`config.mk`:
```
export PLATFORM = sky130hd
export DESIGN_NAME = fp_hazard_ctrl
export DESIGN_NICKNAME = d
export VERILOG_FILES = /design/src/rtl/fp_hazard_ctrl.sv
export SDC_FILE = /design/constraint.sdc
export NUM_CORES = 1
export LEC_CHECK = 0
export BUFFER_PORTS_ARGS = -buffer_cell sky130_fd_sc_hd__buf_2
export CAP_MARGIN = 40
export CORE_MARGIN = 2
export CORE_UTILIZATION = 30
export DETAILED_ROUTE_END_ITERATION = 12
export PLACE_DENSITY_LB_ADDON = 0.25
export SLEW_MARGIN = 0
export SYNTH_ARGS = -nofsm -noshare
export SYNTH_HDL_FRONTEND = slang
export SYNTH_SLANG_ARGS = --single-unit
```
`constraint.sdc`:
```
create_clock -name Clock -period 3.52 [get_ports Clock]
set_input_delay 0.528 -clock Clock [delete_from_list [all_inputs] [get_ports Clock]]
set_output_delay 0.528 -clock Clock [all_outputs]
set_load 0.005 [all_outputs]
```
`src/rtl/fp_hazard_ctrl.sv`:
```
// Issue/hazard controller for the FP ALU control pipeline: RAW scoreboard plus multiply stall.
// Optional macro FP_HAZ_BYPASS_EN drops the writeback-stage entry from hazard comparison (write-through regfile).
module fp_hazard_ctrl #(
    parameter int WB_DEPTH   = 4,
    parameter int REG_AW     = 4,
    parameter int MUL_CYCLES = 4,
    parameter int EX_STAGE   = 2
) (
    input  logic              Clock,
    input  logic              Reset,
    input  logic              instValid,
    input  logic [REG_AW-1:0] srcA,
    input  logic [REG_AW-1:0] srcB,
    input  logic              srcAEn,
    input  logic              srcBEn,
    input  logic [REG_AW-1:0] dest,
    input  logic [REG_AW-1:0] dest2,
    input  logic              destWrEn,
    input  logic              dest2WrEn,
    input  logic              isMul,
    output logic              issue,
    output logic              holdFetch,
    output logic              stall,
    output logic [3:0]        mulBusy,
    output logic [15:0]       hazardCnt
);

`ifdef FP_HAZ_BYPASS_EN
    localparam int CMP_DEPTH = WB_DEPTH - 1;
`else
    localparam int CMP_DEPTH = WB_DEPTH;
`endif

    typedef struct packed {
        logic              vld;
        logic              wr;
        logic [REG_AW-1:0] addr;
        logic              wr2;
        logic [REG_AW-1:0] addr2;
        logic              mul;
    } sb_entry_t;

    sb_entry_t         sb [WB_DEPTH];
    sb_entry_t         new_entry;
    logic              raw_hit;
    logic              hazard;
    logic              mul_load;
    logic [3:0]        mul_busy_nxt;

    function automatic logic [15:0] sat_inc16(input logic [15:0] v);
        return (v == 16'hFFFF) ? v : v + 16'd1;
    endfunction

    function automatic logic src_hit(input sb_entry_t e, input logic [REG_AW-1:0] src);
        return e.vld && ((e.wr && (e.addr == src)) || (e.wr2 && (e.addr2 == src)));
    endfunction

    always_comb begin
        raw_hit = 1'b0;
        for (int k = 0; k < CMP_DEPTH; k++) begin
            if ((srcAEn && src_hit(sb[k], srcA)) || (srcBEn && src_hit(sb[k], srcB)))
                raw_hit = 1'b1;
        end
    end

    assign hazard    = instValid & raw_hit;
    assign issue     = instValid & ~hazard & ~stall;
    assign holdFetch = instValid & (hazard | stall);

    // A rejected instruction enters as a bubble so nothing stale can match later.
    always_comb begin
        new_entry       = '0;
        new_entry.vld   = issue;
        new_entry.wr    = issue & destWrEn;
        new_entry.addr  = dest;
        new_entry.wr2   = issue & dest2WrEn;
        new_entry.addr2 = dest2;
        new_entry.mul   = issue & isMul;
    end

    assign mul_load = ~stall & sb[EX_STAGE-2].vld & sb[EX_STAGE-2].mul;

    always_comb begin
        mul_busy_nxt = 4'd0;
        if (mul_load)
            mul_busy_nxt = 4'(MUL_CYCLES - 1);
        else if (mulBusy != 4'd0)
            mul_busy_nxt = mulBusy - 4'd1;
    end

    // Stage boundary: scoreboard shift, multiply countdown, hazard statistics.
    always_ff @(posedge Clock) begin
        if (Reset) begin
            for (int k = 0; k < WB_DEPTH; k++)
                sb[k].vld <= 1'b0;
            mulBusy   <= 4'd0;
            stall     <= 1'b0;
            hazardCnt <= 16'd0;
        end else begin
            if (!stall) begin
                sb[0] <= new_entry;
                for (int k = 1; k < WB_DEPTH; k++)
                    sb[k] <= sb[k-1];
            end
            mulBusy <= mul_busy_nxt;
            stall   <= (mul_busy_nxt != 4'd0);
            if (hazard && !stall)
                hazardCnt <= sat_inc16(hazardCnt);
        end
    end

endmodule

```
==> flow_summary.json, run 1 <==
{
  "p_clk_share_pct": 45.2,
  "rsz0062_at_grt": "no",
  "cts.clk_slew.worst_paths_ps": 50,
  "die_h_um": 110.9,
  "skew_ps": 6.489,
  "area_growth_pct": 16.83,
  "worst_pin_slew_ps": 614.6,
  "internal_power_w": 0.001508,
  "clock_path_buffers": 2,
  "arrival_ps": 2270,
  "hp-class": "in -> reg",
  "syn_area_um2": 3427,
  "ff2ff_path_depth": 7,
  "synth_top_cell_by_area": "edfxtp_1",
  "synth_commonest_cells": "xor2_1, edfxtp_1, dfxtp_1",
  "synth_flop_cell": "edfxtp_1",
  "clkLatencyLatePin_ps": 330,
  "cts_root_buf": "clkbuf_16",
  "syn_nets": 324,
  "reg2reg_to": "hazardCnt[0]",
  "num_vias": 2388,
  "power_w": 0.001944,
  "drv_cap": 0,
  "ir_drop_uv": 239.1,
  "drc": 0,
  "clock.fmax_mhz": 357.6,
  "grt_overflow": 0,
  "r2r-start": "hazardCnt[3]",
  "synth.distinct_cells": 38,
  "synth.yosys.seq_area_share_pct": 51.70,
  "ctsHoldBuffers": 0,
  "hold_depth": 1,
  "powerDensity_nw_per_um2": 485.6,
  "initial_core_util_pct": 30.40,
  "wl_per_cell_um": 14.83,
  "avgSynthCellArea_um2": 11.46,
  "pwr-share-comb_pct": 7.4,
  "drt-total-wl_mm": 7.253,
  "synthArstFlopShare_pct": 0,
  "fin_nets": 366,
  "grt_max_degree": 34,
  "port_buffers": 46,
  "numCtsBuffers": 9,
  "drtAntennaViolNets": 0,
  "critPathCaptureType": "primary output",
  "fin_crit_sh_pct": 79.45,
  "design.die.area_um2": 12290,
  "final-max-slew-violation-count": 0,
  "switchingPower_w": 0.0004367,
  "core-area_um2": 11270,
  "r2r_setup_slack_ps": 1270,
  "die_w_um": 110.9,
  "dr.pass1.iters": 4,
  "synthTopCellsByArea": "edfxtp_1, dfxtp_1, xor2_1",
  "dp.cells": 473,
  "clock_sinks": 66,
  "setup_violations": 0,
  "track_usage_pct": 12.58,
  "drt_iter0_markers": 88,
  "cts_resized": 0,
  "post_cts_buffers": 0,
  "finalNonFillerCells": 489,
  "nFillCells": 1128,
  "relSlewSlack_pct": 59.03,
  "startpoint": "sb[0][32]",
  "period_needed_ps": 2796,
  "htreeDepth": 3,
  "ys_seq_elements": 66,
  "drive_above_1_share_pct": 19.36,
  "p_sw_share_pct": 22.46,
  "rows": 39,
  "grt_pass1_vias": 2397,
  "antenna_found_initial": 1,
  "crit_fanout": 27,
  "seqCellArea_um2": 1772,
  "gp_congestion": 0.8494,
  "viasPerCell": 4.883,
  "diodes": 0,
  "outcome": "complete, no violations",
  "num_io_pins": 47,
  "fin_setup_tns_ps": 0,
  "multiInputGateArea_um2": 1514,
  "hpwl_mm": 5.259,
  "hp-start": "dest[0]",
  "yosysWarnings": 0,
  "cp.required_ps": 2990,
  "synth_cells": 299,
  "seq_power_share_pct": 47.4,
  "tritoncts": "built",
  "path_class": "reg -> out",
  "synth_most_common_cell": "xor2_1",
  "timing.final.hold_violations": 0,
  "critPathLaunchType": "flop",
  "grt_pass1_wl_mm": 12.17,
  "yosysTopAreaCellShare_pct": 39.43,
  "synth-edff-count": 45,
  "min_to": "sb[0][6]",
  "p_leak_nw": 1.505
}
state kept, by name, indices dropped and copies added, names as in the netlist:
| register | count |
|---|---|
| sb | 45 |
| mulBusy | 4 |
| stall | 1 |
| hazardCnt | 16 |
critical path, cell delays in order (launching register included):
cell      delay, ps
edfxtp_1        460
xnor2_1         160
nand4_1         100
nor4_1           50
nor4_1          370
and4_4          490
and2_1          200
buf_2           120
placed cells by master, fill, tap and decap left out, drive strengths merged, types with 2 or more instances in the layout:
| master | Yosys | layout |
|---|---|---|
| edfxtp | 45 | 45 |
| and2 | 4 | 4 |
| nand3 | 11 | 11 |
| clkinv | 0 | 2 |
| and4 | 2 | 2 |
| mux2 | 8 | 8 |
| a21oi | 5 | 5 |
| or3 | 4 | 4 |
| and3 | 5 | 5 |
| mux2i | 2 | 2 |
| inv | 3 | 3 |
| o21ba | 3 | 3 |
| clkbuf | 3 | 13 |
| buf | 13 | 47 |
| xor2 | 48 | 48 |
| nor4 | 21 | 21 |
| nor3 | 11 | 11 |
| nor3b | 4 | 4 |
| xnor2 | 16 | 16 |
| nor2 | 19 | 19 |
| nand2 | 7 | 7 |
| dfxtp | 21 | 21 |
| o21ai | 6 | 6 |
| nand2b | 3 | 3 |
| nor2b | 9 | 9 |
| nand4 | 20 | 20 |
through the flow:
| stage | hold WS [ps] | instance area [um^2] | worst slack, ps | utilization (%) |
|---|---|---|---|---|
| 2_1_floorplan | 450.8 | 3427 | 575.6 | - |
| 3_5_place_dp | 476.7 | 3714 | 779.9 | 32.94 |
| 3_3_place_gp | 472.9 | 3714 | 828.7 | 32.94 |
| 4_1_cts | 364.1 | 4004 | 713.2 | 35.52 |
| 5_1_grt | 361.6 | 4004 | 578.6 | 35.52 |
| 6_report | 376.0 | 4004 | 723.5 | 35.52 |
area by class of cell:
class	count	share of cell area, %
Sequential cell	66	44.25
Multi-Input combinational cell	214	37.81
Clock buffer	13	6.250
Timing Repair Buffer	47	5.938
Tap cell	143	4.469
Clock inverter	3	1.000
Inverter	3	0.2813
metal layers:
layer | vias to the layer above | share of wire (%) | GRT usage (%) | wire length [um]
met5 | - | 0.22 | 0 | 16
met1 | 1132 | 47 | 16.58 | 3438
met4 | 2 | 1.8 | 6.083 | 130
met3 | 11 | 4.8 | 3.007 | 348
li1 | 1179 | - | - | -
met2 | 64 | 46 | 19.43 | 3319
logic make-up after synthesis:
kind of cell	share of synthesized area, %
and+or+nand+nor	20.92
DFF	51.70
xor gates and xnor gates	16.36
buffers and inverters	4.345
AOI/OAI and AO/OA	3.104
muxes	3.213
adders and majority gates	0.3650
power by group through the flow:
stage | Clock, W | Sequential, W | Combinational (W)
2_1_floorplan | 0 | 0.000927 | 0.000117
3_3_place_gp | 0 | 0.000939 | 0.000146
3_5_place_dp | 0 | 0.000938 | 0.000146
4_1_cts | 0.000898 | 0.000922 | 0.000147
5_1_grt | 0.000927 | 0.000928 | 0.000163
6_report | 0.000878 | 0.000922 | 0.000144
worst max-delay path by stage:
stage	depth (start not counted)	slack [ps]	endpoint
after floorplan	2	580	sb[0][0]
after global placement	8	830	issue
after detailed placement	8	780	issue
after CTS	7	710	issue
after global routing	7	580	issue
final	7	720	issue
Power figures use the tool's default switching activity.
==> run 2: changes to the inputs <==
Settings changed: ABC_AREA set to 1.
Clock period 3.52 ns to 2.9 ns, I/O delays scaled along.
==> flow_summary.json, run 2 <==
{
  "yosysTopAreaCellShare_pct": 35.55,
  "ctsHoldBuffers": 0,
  "switchingPower_w": 0.0009062,
  "gp_congestion": 0.8241,
  "p_sw_share_pct": 29.41,
  "fin_setup_tns_ps": 0,
  "seq_power_share_pct": 43.2,
  "grt_pass1_vias": 3092,
  "drv_cap": 0,
  "cp.required_ps": 2470,
  "viasPerCell": 4.488,
  "pwr-share-comb_pct": 18.4,
  "period_needed_ps": 2473,
  "r2r_setup_slack_ps": 850,
  "synth-edff-count": 45,
  "dr.pass1.iters": 4,
  "synth.distinct_cells": 32,
  "diodes": 0,
  "rsz0062_at_grt": "no",
  "largest_reg_flops": 45,
  "antenna_found_initial": 0,
  "synth_most_common_cell": "nand2_1",
  "dp.cells": 683,
  "syn_area_um2": 3801,
  "area_growth_pct": 17.74,
  "power_w": 0.003081,
  "cts_root_buf": "clkbuf_16",
  "wl_per_cell_um": 12.94,
  "p_clk_share_pct": 38.4,
  "path_class": "reg -> out",
  "final-max-slew-violation-count": 0,
  "ys_seq_elements": 66,
  "synthTopCellsByArea": "edfxtp_1, nand2_1, dfxtp_1",
  "htreeDepth": 3,
  "synth_flop_cell": "edfxtp_1",
  "ir_drop_uv": 340.3,
  "port_buffers": 46,
  "critPathCaptureType": "primary output",
  "grt_max_degree": 25,
  "worst_pin_slew_ps": 609.3,
  "largest-register": "sb",
  "arrival_ps": 2040,
  "tritoncts": "built",
  "synth.yosys.seq_area_share_pct": 46.61,
  "skew_ps": 7.419,
  "die_h_um": 116.6,
  "post_cts_buffers": 0,
  "hpwl_mm": 6.579,
  "clock_sinks": 66,
  "hp-class": "in -> reg",
  "powerDensity_nw_per_um2": 688.4,
  "relSlewSlack_pct": 59.38,
  "synth_cells": 475,
  "ff2ff_path_depth": 11,
  "mostFrequentLayoutCell": "nand2_1",
  "finalNonFillerCells": 699,
  "grt_pass1_wl_mm": 15.08,
  "reg2reg_to": "hazardCnt[4]",
  "setup_violations": 0,
  "rows": 41,
  "yosysWarnings": 0,
  "critPathLaunchType": "flop",
  "cts.clk_slew.worst_paths_ps": 60,
  "synth_top_cell_by_area": "edfxtp_1",
  "top_regs": "sb: 45 flops, hazardCnt: 16 flops, mulBusy: 4 flops",
  "initial_core_util_pct": 30.37,
  "clock.fmax_mhz": 404.4,
  "hp-start": "dest2[1]",
  "clkLatencyLatePin_ps": 330,
  "final_cell_mix": "nand2_1, nor2_1, inv_1",
  "synthArstFlopShare_pct": 0,
  "clock_path_buffers": 2,
  "internal_power_w": 0.002175,
  "drive_above_1_share_pct": 18.41,
  "numCtsBuffers": 9,
  "core-area_um2": 12520,
  "die_w_um": 116.6,
  "fin_crit_sh_pct": 85.28,
  "drc": 0,
  "drt_iter0_markers": 122,
  "track_usage_pct": 14.41,
  "synth_commonest_cells": "nand2_1, nor2_1, inv_1",
  "syn_nets": 500,
  "p_leak_nw": 1.989,
  "drt-total-wl_mm": 9.043,
  "drtAntennaViolNets": 0,
  "outcome": "complete, no violations",
  "min_to": "sb[0][2]",
  "avgSynthCellArea_um2": 8.002,
  "num_io_pins": 47,
  "cts_resized": 0,
  "r2r-start": "hazardCnt[0]",
  "grt_overflow": 0,
  "timing.final.hold_violations": 0,
  "num_vias": 3137,
  "setup_ws_ps": 426.9,
  "crit_fanout": 18,
  "hold_depth": 1,
  "design.die.area_um2": 13590,
  "fin_nets": 547,
  "dpl_worst_slack_ps": 498.7,
  "final_core_util_pct": 35.76
}
[run 2: cell types whose count changed after synthesis, moves of 7 or more]
cell and change:
inv_1 +49, mux2_1 -7, nand2_1 +125, nand3_1 +20
buf_6 -8, xor2_1 -37, nor2_1 +53, nand2_2 +11
nor2b_1 -9, nor4_1 -20, a21oi_2 +10, buf_4 +7
[run 2: routing by layer]
metal  up-vias  global-route usage (%)  wire, um
met1      1429                   18.66      4174
met2        75                   24.03      4281
met5         -                       0         0
met3        11                   2.647       429
met4         0                   5.490       157
li1       1622                       -         -
[run 2: cell type report]
cell class              instances  area, um^2
fillers                      1373        8041
flip-flops and latches         66        1772
multi-input cells             339        1699
repair buffers                 49       252.7
clock buffers                  11       242.7
inverters                      57       216.5
well taps                     172       215.2
clock inverters                 5       77.57
[run 2: critical path, cell delays in order, from the launching register on]
cell,delay (ps)
edfxtp_1,390
inv_1,140
nand2_1,70
nand2_1,70
nor2_1,50
nand3_1,100
nand2_1,70
nand3_1,70
nand2_1,60
nor2_2,150
nand2_4,170
o21ai_0,190
inv_1,50
buf_2,120
[run 2: stage by stage]
| stage | area, um^2 | hold WS, ps |
|---|---|---|
| after floorplan | 3801 | 426.4 |
| after global placement | 4155 | 432.3 |
| after detailed placement | 4155 | 435.5 |
| after CTS | 4476 | 267.5 |
| after global routing | 4476 | 268.0 |
| final | 4476 | 276.0 |
[run 2: worst max-delay path by stage]
stage,endpoint,start,depth (start not counted)
floorplan,sb[0][35],Reset,3
global route,holdFetch,sb[0][43],13
detailed placement,holdFetch,srcB[0],14
finish,holdFetch,sb[0][25],13
global placement,holdFetch,srcA[1],14
CTS,holdFetch,sb[0][43],13
[run 2: kinds of logic after synthesis]
group                    Yosys count  share of synthesized area, %
AND/OR/NAND/NOR                  278                         31.86
buffers and inverters             70                         8.887
flip-flops                        66                         46.61
XOR/XNOR                          33                         7.603
AO/OA/AOI/OAI                     27                         4.707
adder cells (fa/ha/maj)            1                        0.3291
[run 2: power by group through the flow]
stage | registers (W) | logic (W) | clock network [W]
after detailed placement | 0.00135 | 0.000567 | 0
after global routing | 0.00135 | 0.000655 | 0.00125
final | 0.00133 | 0.000567 | 0.00118
after global placement | 0.00134 | 0.000561 | 0
after floorplan | 0.00131 | 0.000419 | 0
after CTS | 0.00133 | 0.000571 | 0.00121
==> run 3: changes to the inputs <==
Settings changed: GPL_TIMING_DRIVEN set to 0.
==> flow_summary.json, run 3 (same netlist as run 2, synthesis figures left out) <==
{
  "final_area_um2": 4513,
  "setup_violations": 0,
  "cp.depth": 15,
  "arrival_ps": 2160,
  "wl_per_cell_um": 13.03,
  "p_sw_share_pct": 30.53,
  "cpMostUsedCell": "nand2_1",
  "grt_max_degree": 27,
  "period_needed_ps": 2594,
  "worst_pin_slew_ps": 604.2,
  "r2r_setup_slack_ps": 870,
  "fin_setup_tns_ps": 0,
  "timing.final.hold_violations": 0,
  "path_class": "in -> out",
  "diodes": 0,
  "seq_power_share_pct": 46.2,
  "finalNonFillerCells": 707,
  "fin_crit_sh_pct": 89.45,
  "die_w_um": 116.6,
  "antenna_found_initial": 0,
  "hpwl_mm": 6.662,
  "powerDensity_nw_per_um2": 633.2,
  "p_leak_nw": 2.014,
  "dr.pass1.iters": 5,
  "clock.fmax_mhz": 385.5,
  "num_io_pins": 47,
  "final-max-slew-violation-count": 0,
  "design.die.area_um2": 13590,
  "cp.required_ps": 2470,
  "grt_pass1_wl_mm": 15.04,
  "tritoncts": "built",
  "largest-register": "sb",
  "power_w": 0.002858,
  "drtAntennaViolNets": 0,
  "r2r-start": "hazardCnt[0]",
  "num_vias": 3222,
  "hp-class": "in -> reg",
  "drive_above_1_share_pct": 18.50,
  "clock_path_buffers": 2,
  "gp_congestion": 0.8408,
  "initial_core_util_pct": 30.37,
  "cts.clk_slew.worst_paths_ps": 60,
  "relSlewSlack_pct": 59.72,
  "critPathCaptureType": "primary output",
  "final_cell_mix": "nand2_1, nor2_1, inv_1",
  "die_h_um": 116.6,
  "htreeDepth": 3,
  "area_growth_pct": 18.73,
  "critPathLaunchType": "input pin",
  "internal_power_w": 0.001985,
  "largest_reg_flops": 45,
  "cts_resized": 0,
  "fin_nets": 555,
  "max_stage_delay_ps": 220,
  "outcome": "complete, no violations",
  "cts_root_buf": "clkbuf_16",
  "critPathBufInv": 5,
  "p_clk_share_pct": 33.2,
  "drt-total-wl_mm": 9.210,
  "top_regs": "sb: 45 flops, hazardCnt: 16 flops, mulBusy: 4 flops",
  "rows": 41,
  "grt_overflow": 0,
  "cp_slowest_cell": "inv_2",
  "path_cells": "buf_2 -> inv_2 -> nand2_1 -> nand2_1 -> nor2_1 -> nand3_1 -> nand2_1 -> nand3_1 -> nand2_1 -> nor2_2 -> nand2_4 -> buf_4 -> o21ai_0 -> inv_1 -> buf_2",
  "drt_iter0_markers": 205,
  "post_cts_buffers": 0,
  "drv_cap": 0,
  "ff2ff_path_depth": 12,
  "mostFrequentLayoutCell": "nand2_1",
  "ir_drop_uv": 272.5,
  "crit_family": "simple AND/OR/NAND/NOR gates",
  "dp.cells": 691,
  "skew_ps": 10.03,
  "numCtsBuffers": 9,
  "hp-start": "dest2[0]",
  "core-area_um2": 12520,
  "switchingPower_w": 0.0008724,
  "clock_sinks": 66,
  "port_buffers": 43,
  "hold_depth": 1,
  "nFillCells": 1344,
  "pwr-share-comb_pct": 20.6,
  "startpoint": "srcA[1]",
  "rsz0062_at_grt": "no",
  "clkLatencyLatePin_ps": 330,
  "grt_pass1_vias": 3033,
  "place_area_um2": 4259,
  "track_usage_pct": 14.49,
  "drc": 0,
  "viasPerCell": 4.557,
  "ctsHoldBuffers": 0,
  "crit_fanout": 10
}
[run 3: cell types whose count changed in the layout (fill, tap and decap cells not counted), sizes merged]
cell | before | now
buf | 49 | 54
clkbuf | 11 | 13
dlygate4sd1 | 0 | 1
bufinv | 2 | 0
clkinv | 2 | 5
clkinvlp | 1 | 0
[run 3: metrics by stage]
step | util, % | setup WS [ps] | hold slack, ps
after floorplan | - | 245.5 | 426.4
after global placement | 33.81 | -800.2 | 437.8
after detailed placement | 34.03 | 304.9 | 440.7
after CTS | 36.06 | 294.2 | 264.5
after global routing | 36.06 | 112.5 | 267.8
final | 36.06 | 306.0 | 275.2
[run 3: path summary, 6_finish.rpt]
path | to
worst max-delay path | holdFetch
worst max register to register | hazardCnt[10]
worst min register to register | sb[0][45]
worst min-delay path | sb[0][1]
[run 3: power groups by stage]
stage / Combinational (W) / Clock, W / Sequential [W]
finish: 0.000590 / 0.000949 / 0.00132
global route: 0.000676 / 0.00101 / 0.00134
CTS: 0.000595 / 0.000974 / 0.00132
detailed placement: 0.000591 / 0 / 0.00134
global placement: 0.000560 / 0 / 0.00134
floorplan: 0.000419 / 0 / 0.00131
[run 3: layout make-up]
type                            count  area, um^2  share of cell area (%)
Inverter                           57       216.5                   4.796
Sequential cell                    66        1772                   39.26
Clock inverter                      5       21.27                  0.4713
Buffer                             13       121.4                   2.689
Clock buffer                       11       232.7                   5.157
Timing Repair Buffer               44       235.2                   5.212
Multi-Input combinational cell    339        1699                   37.65
Tap cell                          172       215.2                   4.768
[run 3: routing by layer]
metal	share of wire, %	up-vias	track usage, %
met5	0	-	0
met4	1.1	0	5.490
met3	4.4	10	3.736
met2	48	68	24.61
met1	46	1508	17.72
li1	-	1636	-
